<file path="src/rtl/fwd_scoreboard.sv">
// fwd_scoreboard: forwarding and load-use hazard unit.
// A shadow pipeline records every in-flight write destination from EX
// (entry 0) to WB (entry DEPTH-1). It drives per-operand forwarding
// selects for the EX stage, raises load-use stalls for ID and keeps a
// saturating count of stall cycles.
// fwd_sel and id_stall are combinational decodes of registered state
// (and, for id_stall, of the ID-stage inputs) so that they apply in the
// same cycle the consumer is in EX or ID.
module fwd_scoreboard #(
    parameter int unsigned REG_BITS = 5,
    parameter int unsigned NUM_SRC  = 2,
    parameter int unsigned DEPTH    = 3,
    parameter int unsigned LOAD_LAT = 2,
    parameter int unsigned SEL_W    = $clog2(DEPTH)
) (
    input  logic                        clk,
    input  logic                        rst_n,
    input  logic                        id_valid,
    input  logic [NUM_SRC*REG_BITS-1:0] id_rs,
    input  logic [REG_BITS-1:0]         id_rd,
    input  logic                        id_wr,
    input  logic                        id_load,
    input  logic                        pipe_hold,
    input  logic                        flush_ex,
    output logic [NUM_SRC*SEL_W-1:0]    fwd_sel,
    output logic                        id_stall,
    output logic [15:0]                 stall_cnt
);

    localparam int unsigned CNT_W = 16;

    // Shadow pipeline state, one slot per tracked stage.
    logic [DEPTH-1:0]    ent_valid;
    logic [DEPTH-1:0]    ent_wr;
    logic [DEPTH-1:0]    ent_load;
    logic [REG_BITS-1:0] ent_rd [DEPTH];
    logic [REG_BITS-1:0] ex_rs  [NUM_SRC];

    logic admit_c;
    logic found_c;

    // A real instruction enters EX only when it is neither stalled nor killed.
    assign admit_c = id_valid && !id_stall && !flush_ex;

    // Shift the shadow pipeline on every non-held edge; bubbles carry zeros.
    always_ff @(posedge clk or negedge rst_n) begin
        if (!rst_n) begin
            ent_valid <= '0;
            ent_wr    <= '0;
            ent_load  <= '0;
            for (int unsigned j = 0; j < DEPTH; j++) begin
                ent_rd[j] <= '0;
            end
            for (int unsigned k = 0; k < NUM_SRC; k++) begin
                ex_rs[k] <= '0;
            end
        end else if (!pipe_hold) begin
            for (int unsigned j = 1; j < DEPTH; j++) begin
                ent_valid[j] <= ent_valid[j-1];
                ent_wr[j]    <= ent_wr[j-1];
                ent_load[j]  <= ent_load[j-1];
                ent_rd[j]    <= ent_rd[j-1];
            end
            ent_valid[0] <= admit_c;
            ent_wr[0]    <= admit_c && id_wr;
            ent_load[0]  <= admit_c && id_load;
            ent_rd[0]    <= admit_c ? id_rd : '0;
            for (int unsigned k = 0; k < NUM_SRC; k++) begin
                ex_rs[k] <= admit_c ? id_rs[k*REG_BITS +: REG_BITS] : '0;
            end
        end
    end

    // Nearest qualifying producer per EX operand; loads only once forwardable.
    always_comb begin
        fwd_sel = '0;
        found_c = 1'b0;
        for (int unsigned k = 0; k < NUM_SRC; k++) begin
            found_c = 1'b0;
            for (int unsigned j = 1; j < DEPTH; j++) begin
                if (!found_c && ent_valid[j] && ent_wr[j] &&
                    (ent_rd[j] == ex_rs[k]) && (ent_rd[j] != '0) &&
                    (!ent_load[j] || (j >= LOAD_LAT))) begin
                    fwd_sel[k*SEL_W +: SEL_W] = SEL_W'(j);
                    found_c = 1'b1;
                end
            end
        end
    end

    // Stall ID while a load it depends on cannot reach a forwardable entry in time.
    always_comb begin
        id_stall = 1'b0;
        for (int unsigned k = 0; k < NUM_SRC; k++) begin
            for (int unsigned j = 0; j < DEPTH; j++) begin
                if (ent_valid[j] && ent_wr[j] && ent_load[j] &&
                    (ent_rd[j] == id_rs[k*REG_BITS +: REG_BITS]) &&
                    (ent_rd[j] != '0) && ((j + 1) < LOAD_LAT)) begin
                    id_stall = 1'b1;
                end
            end
        end
        id_stall = id_stall && id_valid;
    end

    // Saturating count of stall cycles that actually took effect.
    always_ff @(posedge clk or negedge rst_n) begin
        if (!rst_n) begin
            stall_cnt <= '0;
        end else if (!pipe_hold && id_stall && (stall_cnt != {CNT_W{1'b1}})) begin
            stall_cnt <= stall_cnt + CNT_W'(1);
        end
    end

endmodule
</file>
<file path="config.mk">
export PLATFORM = sky130hd
export DESIGN_NAME = fwd_scoreboard
export DESIGN_NICKNAME = d
export VERILOG_FILES = /design/src/rtl/fwd_scoreboard.sv
export SDC_FILE = /design/constraint.sdc
export NUM_CORES = 1
export LEC_CHECK = 0
export CAP_MARGIN = 0
export CORE_AREA = 2 2 72 74
export CTS_CLUSTER_SIZE = 8
export DETAILED_ROUTE_END_ITERATION = 10
export DIE_AREA = 0 0 74 76
export GPL_ROUTABILITY_DRIVEN = 0
export PLACE_DENSITY = 0.8
export SLEW_MARGIN = 20
export SYNTH_ARGS = -nofsm -noshare
export SYNTH_HDL_FRONTEND = slang
export SYNTH_SLANG_ARGS = --single-unit
</file>
<file path="constraint.sdc">
create_clock -name clk -period 2.7 [get_ports clk]
set_clock_uncertainty 0.15 [all_clocks]
set_input_delay 0.405 -clock clk [delete_from_list [all_inputs] [get_ports clk]]
set_output_delay 0.405 -clock clk [all_outputs]
set_load 0.02 [all_outputs]
</file>
==> results of run 1 <==
==> metal layers <==
layer | routed length [um] | vias to the layer above | global-route usage
li1 | - | 862 | -
met1 | 2380 | 869 | 0.2878
met2 | 2482 | 37 | 0.3080
met3 | 214 | 8 | 0.03836
met4 | 53 | 0 | 0.04909
met5 | 0 | - | 0
==> timing repair <==
| item | CTS | global route |
|---|---|---|
| hold buffers | 1 | 0 |
| endpoints found under the setup margin | 5 | 3 |
| hold endpoints to repair | 23 | 0 |
| resized for setup | 7 | 7 |
==> critical path: stages (launching register included) <==
cell and delay [ns]:
dfrtp_1 0.39, or4_4 0.56, o2111ai_4 0.24, inv_4 0.04
buf_4 0.17, a211oi_4 0.73, a22o_2 0.25
==> synthesized netlist by cell type (2+ instances only) <==
master    number
or4_1          4
and2_1         2
and4_1         3
nor3_1         2
xnor2_1       31
clkbuf_1       3
a22o_1         8
a22o_2         9
xor2_1        14
mux2_2        16
nand2_1       10
nand4_1        7
buf_4          2
dfrtp_1       49
nand3_1       11
nor4_1         4
nor2_1         3
and3_1        10
==> path summary, 6_finish.rpt <==
check                              start             to  slack [ns]  cells after the start
max in group asynchronous          rst_n  stall_cnt[10]        1.30                      3
min                        stall_cnt[13]  stall_cnt[13]        0.35                      1
max                           ent_rd[11]       ex_rs[5]        0.10                      6
min in group asynchronous          rst_n     ent_rd[11]        0.49                      2
min reg2reg                stall_cnt[13]  stall_cnt[13]        0.35                      1
max reg2reg                   ent_rd[11]       ex_rs[5]        0.10                      6
==> registers in the layout, indices dropped and copies added (netlist names) <==
register,cells
ent_wr,3
ent_rd,15
ent_valid,3
ent_load,2
ex_rs,10
stall_cnt,16
==> cell type report <==
type                    count  area, sq um  share of cell area
flip-flops and latches     49         1226              0.3912
well taps                  70        87.58             0.02794
repair buffers             62        558.0              0.1780
clock buffers               8        80.08             0.02555
inverters                   1        6.256            0.001996
multi-input cells         145         1176              0.3752
==> metrics by stage <==
step                      cell area (sq um)  setup TNS [ns]  setup WS [ns]
after global routing                   3134               0       0.001382
after CTS                              3139               0        0.02051
final                                  3134               0         0.1041
after floorplan                        2445               0         0.1194
after detailed placement               3044         -0.2021       -0.09229
after global placement                 3044         -0.1044       -0.06073
==> cells by family after synthesis <==
group | Yosys count | synth area share
AOI/OAI and AO/OA | 25 | 0.1008
xor gates and xnor gates | 45 | 0.1612
adders and majority gates | 1 | 0.005117
buffers and inverters | 8 | 0.02149
DFF | 49 | 0.5015
muxes | 16 | 0.07369
and+or+nand+nor | 58 | 0.1361
==> power by group through the flow <==
stage               registers [uW]  clock network [uW]  logic, uW
floorplan                      817                   0        114
global placement               818                   0        206
detailed placement             820                   0        212
CTS                            806                 424        215
global route                   811                 462        233
finish                         805                 411        212
==> metrics.csv, run 1 <==
stage,metric,value,unit
yosys,synthArstFlopShare,1.000,
sta,setup_viol,0,
cells_and_area,area_delta_synth_final,28.20,%
cts,cts_tree,built,
run,max-cap-violations,0,
power,p_total,1429,uW
floorplan,coreArea,0.004912,sq mm
place,place_inst,326,
cells_and_area,fin_nets,287,
place,dp_hpwl,3789,um
routing,ant_nets,0,
place,port_buffers,42,
power,switching_share,0.2507,
sta,worstMarginPinSlew,0.8229,ns
run_status,status,"complete, no violations",
yosys,synth_top_area_frac,0.5015,
floorplan,ios,43,
yosys,syn_area,0.002445,sq mm
sta,report.final.slew_viol_count,0,
power,static-leakage-power,0.001466,uW
yosys,yosys_warnings,0,
sta,hold_ws,0.3450,ns
cells_and_area,layout_commonest_cell,dfrtp_1,
floorplan,die_w,74,um
cells_and_area,n_fill_cell,396,
floorplan,die_y,76,um
setup_path,worstSetupPathType,reg -> reg,
routing,num_vias,1776,
sta,slew_headroom,0.4497,
routing,dr.pass1.iters,4,
yosys,post-synth-top-area-cell,dfrtp_1,
power,ir_worst_vdd,0.0002460,V
cells_and_area,final_cells,335,
grt,grt_pass1_wl,8783,um
cts,root_buffer,clkbuf_8,
power,power.density,455.8,mW/mm^2
yosys,synth.distinct_cells,32,
grt,grt_antenna_before_repair,0,
setup_path,path_max_fanout,18,
routing,drt_iter0_drc,122,
cts,clk_latency,0.30,ns
floorplan,dieArea,0.005624,sq mm
setup_path,cp-end-kind,flip-flop,
grt,first_global_vias,1785,
power,p_seq_frac,0.564,
cts,postCtsSetupRepairBufs,0,
setup_path,cp-start-kind,flip-flop,
sta,finalCriticalPeriod,2.596,ns
cells_and_area,fin_util,0.6381,
floorplan,rows,26,
grt,grt_max_degree,34,
cts,cts-buffers-inserted,5,
yosys,synth_area_per_cell,12.10,sq um
cts,clkSinkCount,49,
cts,clk_pin_slew,0.09,ns
routing,drt-total-wl,5131,um
yosys,synthTopCellsByArea,"dfrtp_1 50%, xnor2_1 11%, mux2_2 7.4%",
grt,grt.total_usage,0.1990,
routing,viasPerCell,5.301,
cts,cts_htree_levels,2,
cells_and_area,diodes,0,
power,combPwrFrac,0.148,
cts,cts.path.max_buffers,2,
sta,finalHoldViolCount,0,
cells_and_area,final_layout_size_suffix_gt1_frac,0.2189,
yosys,synthesis.nets,225,
setup_path,cp.arrival,2.68,ns
routing,wl_per_cell,15.32,um
yosys,syn_inst,202,
yosys,synth-seq-cells,49,
floorplan,start_util,0.4977,
hold_path,min_path_type,reg -> reg,
sta,period_share,0.9614,
yosys,ys_seq_area_frac,0.5015,
yosys,dominantRegCellSynth,dfrtp_1,
grt,globalRouteOverflowTotal,0,
yosys,synth_edf_count,0,
cells_and_area,final_cell_mix,"49 x dfrtp_1, 36 x clkdlybuf4s50_1, 31 x xnor2_1",
power,clkPwrFrac,0.288,
sta,rsz0062_at_grt,no,
power,p_sw,358.2,uW
setup_path,crit_required,2.78,ns
power,p_int,1070,uW
routing,drc,0,
sta,max_freq,385.2,MHz
Note: power is estimated with default switching activity, not from simulation.
==> run 2, diff against run 1 <==
--- a/config.mk
+++ b/config.mk
@@ -11,7 +11,7 @@
 export DETAILED_ROUTE_END_ITERATION = 10
 export DIE_AREA = 0 0 74 76
 export GPL_ROUTABILITY_DRIVEN = 0
-export PLACE_DENSITY = 0.8
+export PLACE_DENSITY = 0.77
 export SLEW_MARGIN = 20
 export SYNTH_ARGS = -nofsm -noshare
 export SYNTH_HDL_FRONTEND = slang
==> run 2 against run 1 <==
Against the previous run: via count shrank 0.51%; non-clock buffer count shrank 1; first-iteration DRC count shrank 33%; worst setup slack lost 0.018 ns; sequential power is essentially flat; highest routed layer unchanged; core utilization shrank 0.051 points; die area is the same; final area is essentially flat; register-to-register slack gained 0.20 ns; sequential share of layout area is essentially flat.
==> metrics.csv, run 2 (synthesized netlist as in run 1, its figures left out) <==
stage,metric,value,unit,change
run_status,status,"complete, no violations",,
cts,cts_tree,built,,
cells_and_area,fin_nets,286,,-0.35%
grt,grt.total_usage,0.1908,,-0.008179
power,power.density,458.9,mW/mm^2,+0.68%
routing,wl_per_cell,14.89,um,-2.8%
cts,postCtsSetupRepairBufs,0,,unchanged
place,port_buffers,42,,unchanged
routing,drt_iter0_drc,82,,-33%
power,switching_share,0.2433,,-0.007398
routing,ant_nets,0,,unchanged
place,place_inst,325,,-0.31%
power,ir_worst_vdd,0.0003175,V,+29%
sta,finalHoldViolCount,0,,unchanged
floorplan,start_util,0.4977,,unchanged
floorplan,die_w,74,um,unchanged
cts,cts_htree_levels,2,,unchanged
hold_path,min_path_type,reg -> reg,,
floorplan,dieArea,0.005624,sq mm,unchanged
setup_path,cp-start-kind,flip-flop,,
routing,num_vias,1767,,-0.51%
routing,viasPerCell,5.306,,about the same
power,p_seq_frac,0.561,,-0.003
cells_and_area,n_fill_cell,412,,+4.0%
place,dp_hpwl,3742,um,-1.3%
grt,grt_pass1_wl,8438,um,-3.9%
cells_and_area,final_cells,333,,-0.60%
floorplan,coreArea,0.004912,sq mm,unchanged
cells_and_area,layout_commonest_cell,dfrtp_1,,
sta,slew_headroom,0.4851,,+0.03541
cells_and_area,design_area,0.003132,sq mm,about the same
sta,report.final.slew_viol_count,0,,unchanged
cells_and_area,diodes,0,,unchanged
floorplan,ios,43,,unchanged
cts,root_buffer,clkbuf_8,,
place,placed_area,0.003037,sq mm,-0.25%
cells_and_area,regMostFlops,stall_cnt,,
power,combPwrFrac,0.144,,-0.004
cells_and_area,final_layout_size_suffix_gt1_frac,0.2205,,+0.001664
setup_path,worstSetupPathType,reg -> out,,
floorplan,rows,26,,unchanged
grt,grt_antenna_before_repair,0,,unchanged
power,static-leakage-power,0.001454,uW,-0.82%
run,max-cap-violations,0,,unchanged
sta,period_share,0.9679,,+0.006502
cts,cts.path.max_buffers,2,,unchanged
cells_and_area,reg.largest.list,"stall_cnt (16), ent_rd (15), ex_rs (10)",,
setup_path,crit_required,2.14,ns,-0.64 ns
setup_path,cp.arrival,2.06,ns,-0.62 ns
sta,worstMarginPinSlew,0.7699,ns,-0.05295 ns
cts,cts-buffers-inserted,5,,unchanged
sta,finalCriticalPeriod,2.613,ns,+0.01756 ns
place,dpl_worst_slack,-0.09283,ns,-0.0005391 ns
power,p_sw,349.7,uW,-2.4%
cts,clkSinkCount,49,,unchanged
cells_and_area,area_delta_synth_final,28.10,%,about the same
floorplan,die_y,76,um,unchanged
grt,globalRouteOverflowTotal,0,,unchanged
sta,rsz0062_at_grt,no,,
sta,max_freq,382.6,MHz,-0.67%
setup_path,cp-end-kind,output port,,
cts,clk_pin_slew,0.08,ns,about the same
cells_and_area,fin_util,0.6375,,about the same
power,clkPwrFrac,0.295,,+0.007
routing,drc,0,,unchanged
routing,drt-total-wl,4958,um,-3.4%
setup_path,path_max_fanout,2,,-16
grt,grt_max_degree,34,,unchanged
sta,setup_viol,0,,unchanged
cells_and_area,largest_reg_flops,16,,unchanged
grt,first_global_vias,1803,,+1.0%
routing,dr.pass1.iters,4,,unchanged
sta,setup_ws,0.08658,ns,-0.01756 ns
cells_and_area,final_cell_mix,"49 x dfrtp_1, 36 x clkdlybuf4s50_1, 31 x xnor2_1",,
cts,clk_latency,0.29,ns,about the same
sta,hold_ws,0.3550,ns,+0.01003 ns
power,p_int,1087,uW,+1.6%
-- run 2: cell count changes in the layout (fill, tap and decap cells not counted), sizes merged --
cell          delta
clkbuf           -3
dlygate4sd1      +1
buf              +1
dlymetal6s2s     -1
-- run 2: per-stage QoR --
stage / total power, uW / TNS [ns]
floorplan: 931.4 / 0
global placement: 1023 / -0.08102
detailed placement: 1028 / -0.09283
CTS: 1454 / 0
global route: 1509 / 0
finish: 1437 / 0
-- run 2: what timing repair did --
| item | in CTS | in global routing |
|---|---|---|
| endpoints found under the setup margin | 5 | 2 |
| gates cloned | 0 | 0 |
| resized for setup | 10 | 4 |
| pin swaps | 0 | 0 |
| hold endpoints to repair | 13 | 0 |
| hold buffers | 1 | 0 |
-- run 2: layer usage --
metal,vias up,global-route usage,share of wire
met3,8,0.04762,0.049
met1,862,0.2581,0.44
met2,41,0.3063,0.49
li1,856,-,-
met5,-,0,0
met4,0,0.04727,0.013
-- run 2: area by class of cell --
cell class,instances,area (sq um),area share
Sequential cell,49,1226,0.3915
Multi-Input combinational cell,145,1176,0.3756
Clock buffer,7,86.33,0.02757
Timing Repair Buffer,61,549.3,0.1754
Tap cell,70,87.58,0.02797
Inverter,1,6.256,0.001998
-- run 2: power by group through the flow --
| stage | logic, uW | clock network [uW] | registers, uW |
|---|---|---|---|
| 3_5_place_dp | 206 | 0 | 822 |
| 3_3_place_gp | 203 | 0 | 820 |
| 4_1_cts | 210 | 437 | 807 |
| 5_1_grt | 226 | 470 | 813 |
| 2_1_floorplan | 114 | 0 | 817 |
| 6_report | 206 | 424 | 807 |
-- run 2: path summary, 6_finish.rpt --
path | slack, ns | to | depth (start not counted) | from
max in group asynchronous | 1.47 | stall_cnt[15] | 3 | rst_n
max | 0.09 | fwd_sel[3] | 5 | ent_rd[6]
max reg2reg | 0.30 | ent_rd[13] | 5 | ent_rd[11]
min in group asynchronous | 0.38 | ent_rd[2] | 2 | rst_n
min | 0.36 | stall_cnt[13] | 1 | stall_cnt[13]
min reg2reg | 0.36 | stall_cnt[13] | 1 | stall_cnt[13]
-- run 2: critical path, stage by stage (launching register included) --
cell           delay [ns]
dfrtp_1              0.39
or4_1                0.53
o21ai_2              0.16
nor4_1               0.09
nor4_1               0.25
dlygate4sd1_1        0.34
==> run 3, diff against run 2 <==
--- a/config.mk
+++ b/config.mk
@@ -11,7 +11,7 @@
 export DETAILED_ROUTE_END_ITERATION = 10
 export DIE_AREA = 0 0 74 76
 export GPL_ROUTABILITY_DRIVEN = 0
-export PLACE_DENSITY = 0.77
+export PLACE_DENSITY_LB_ADDON = 0.15
 export SLEW_MARGIN = 20
 export SYNTH_ARGS = -nofsm -noshare
 export SYNTH_HDL_FRONTEND = slang
==> run 3 against run 2 <==
Against the previous run: total power shrank 1.1%; clock power down 4%; sequential cell count unchanged; clock-buffer cell count is 1 higher; wire length rose by 3.5%; combinational power is essentially flat; global-route usage rose by 0.46 points; largest cell class unchanged; largest power group unchanged.
==> metrics.csv, run 3 (synthesized netlist as in run 1, its figures left out) <==
stage,metric,value,unit,change
routing,viasPerCell,5.296,,-0.20%
routing,drt_iter0_drc,66,,-20%
cells_and_area,design_area,0.003133,sq mm,about the same
setup_path,cp-end-kind,output port,,
setup_path,crit_required,2.14,ns,about the same
setup_path,r2r_cells,7,,+2
grt,globalRouteOverflowTotal,0,,unchanged
cells_and_area,final_layout_size_suffix_gt1_frac,0.2113,,-0.009212
cells_and_area,area_delta_synth_final,28.15,%,about the same
grt,grt_max_degree,34,,unchanged
floorplan,dieArea,0.005624,sq mm,unchanged
power,power.density,453.9,mW/mm^2,-1.1%
hold_path,min_path_type,reg -> reg,,
sta,report.final.slew_viol_count,0,,unchanged
cells_and_area,final_cell_mix,"49 x dfrtp_1, 36 x clkdlybuf4s50_1, 31 x xnor2_1",,
place,place_inst,325,,unchanged
cells_and_area,final_cells,335,,+0.60%
sta,setup_viol,0,,unchanged
power,ir_worst_vdd,0.0003019,V,-4.9%
grt,grt.total_usage,0.1954,,+0.004575
floorplan,start_util,0.4977,,unchanged
setup_path,rrSetupSlack,0.46,ns,+0.16 ns
routing,drc,0,,unchanged
setup_path,reg2reg_to,ent_rd[14],,
sta,period_share,0.9738,,+0.005910
cts,root_buffer,clkbuf_8,,
setup_path,cp.arrival,2.07,ns,about the same
setup_path,path_max_fanout,5,,+3
floorplan,coreArea,0.004912,sq mm,unchanged
cells_and_area,layout_commonest_cell,dfrtp_1,,
hold_path,holdPathEnd,stall_cnt[10],,
sta,max_freq,380.3,MHz,-0.61%
sta,worstMarginPinSlew,0.4506,ns,-0.3193 ns
power,static-leakage-power,0.001453,uW,about the same
cells_and_area,regMostFlops,stall_cnt,,
hold_path,min_from,stall_cnt[10],,
floorplan,rows,26,,unchanged
routing,drt-total-wl,5134,um,+3.5%
hold_path,hold_depth,1,,unchanged
sta,finalHoldViolCount,0,,unchanged
cts,cts_tree,built,,
cells_and_area,fin_nets,287,,+0.35%
routing,num_vias,1774,,+0.40%
sta,finalCriticalPeriod,2.629,ns,+0.01596 ns
sta,slew_headroom,0.6996,,+0.2145
grt,grt_antenna_before_repair,0,,unchanged
floorplan,ios,43,,unchanged
sta,setup_ws,0.07062,ns,-0.01596 ns
place,dp_hpwl,3801,um,+1.6%
cts,clkSinkCount,49,,unchanged
power,p_total,1422,uW,-1.1%
setup_path,cp-start-kind,flip-flop,,
routing,ant_nets,0,,unchanged
run,max-cap-violations,0,,unchanged
routing,dr.pass1.iters,4,,unchanged
place,dpl_worst_slack,-0.05840,ns,+0.03443 ns
cts,clk_pin_slew,0.08,ns,about the same
setup_path,setup.worst_path.start,ent_rd[12],,
routing,wl_per_cell,15.33,um,+2.9%
cts,cts.path.max_buffers,2,,unchanged
sta,rsz0062_at_grt,no,,
setup_path,worstSetupPathType,reg -> out,,
floorplan,die_w,74,um,unchanged
place,port_buffers,42,,unchanged
run_status,status,"complete, no violations",,
cells_and_area,diodes,0,,unchanged
place,placed_area,0.003037,sq mm,unchanged
cts,cts_htree_levels,2,,unchanged
cells_and_area,reg.largest.list,"stall_cnt (16), ent_rd (15), ex_rs (10)",,
cts,clk_latency,0.29,ns,about the same
cts,cts-buffers-inserted,5,,unchanged
floorplan,die_y,76,um,unchanged
setup_path,r2r_start,ent_rd[12],,
cells_and_area,largest_reg_flops,16,,unchanged
grt,grt_pass1_wl,8500,um,+0.73%
grt,first_global_vias,1795,,-0.44%
sta,fin_tns_setup,0,ns,unchanged
[run 3: changes by cell type in the layout (fill, tap and decap cells not counted), sizes merged]
cell	previous run	this run
buf	21	20
dlygate4sd1	1	0
dlygate4sd2	2	3
clkbuf	7	10
[run 3: final cells by class]
| class | count | area (sq um) |
|---|---|---|
| inverter | 1 | 6.256 |
| multi-input combinational | 145 | 1166 |
| tap | 70 | 87.58 |
| clock buffer | 8 | 80.08 |
| fill | 398 | 1779 |
| sequential | 49 | 1226 |
| timing repair buffer | 62 | 566.8 |
[run 3: what timing repair did]
action	in CTS	in global routing
cloned	0	0
hold buffers	1	0
hold endpoints to repair	18	0
endpoints found under the setup margin	5	19
buffers inserted	0	1
pin swaps	0	1
resized for setup	6	6
[run 3: per-stage QoR]
step / utilization / hold slack [ns]
floorplan: - / -0.04059
global placement: 0.6182 / 0.2335
detailed placement: 0.6182 / 0.2307
CTS: 0.6353 / 0.3486
global route: 0.6378 / 0.3633
finish: 0.6378 / 0.3506
[run 3: worst max-delay path by stage]
stage | end | slack, ns | cells after the start
finish | id_stall | 0.07 | 5
CTS | fwd_sel[1] | 0.009 | 5
floorplan | fwd_sel[1] | 0.12 | 4
detailed placement | id_stall | -0.06 | 6
global route | id_stall | 0.005 | 5
global placement | id_stall | -0.06 | 6
[run 3: layer usage]
layer	up-vias	track usage	share of wire
met1	881	0.2625	0.46
met5	-	0	0
met3	4	0.03175	0.025
met4	0	0.05273	0.0078
li1	860	-	-
met2	29	0.3250	0.51
[run 3: power breakdown]
group | leakage [uW] | total, uW | switching (uW) | internal, uW
clock | 0.0000395 | 406 | 222 | 184
combinational | 0.000747 | 208 | 90.6 | 118
sequential | 0.000667 | 808 | 39.0 | 769
[run 3: critical path, stage by stage (launching register included)]
cell and delay (ns):
dfrtp_1 0.45, or4_4 0.55, o2111ai_4 0.24, inv_4 0.04
and3_1 0.18, dlygate4sd2_1 0.32
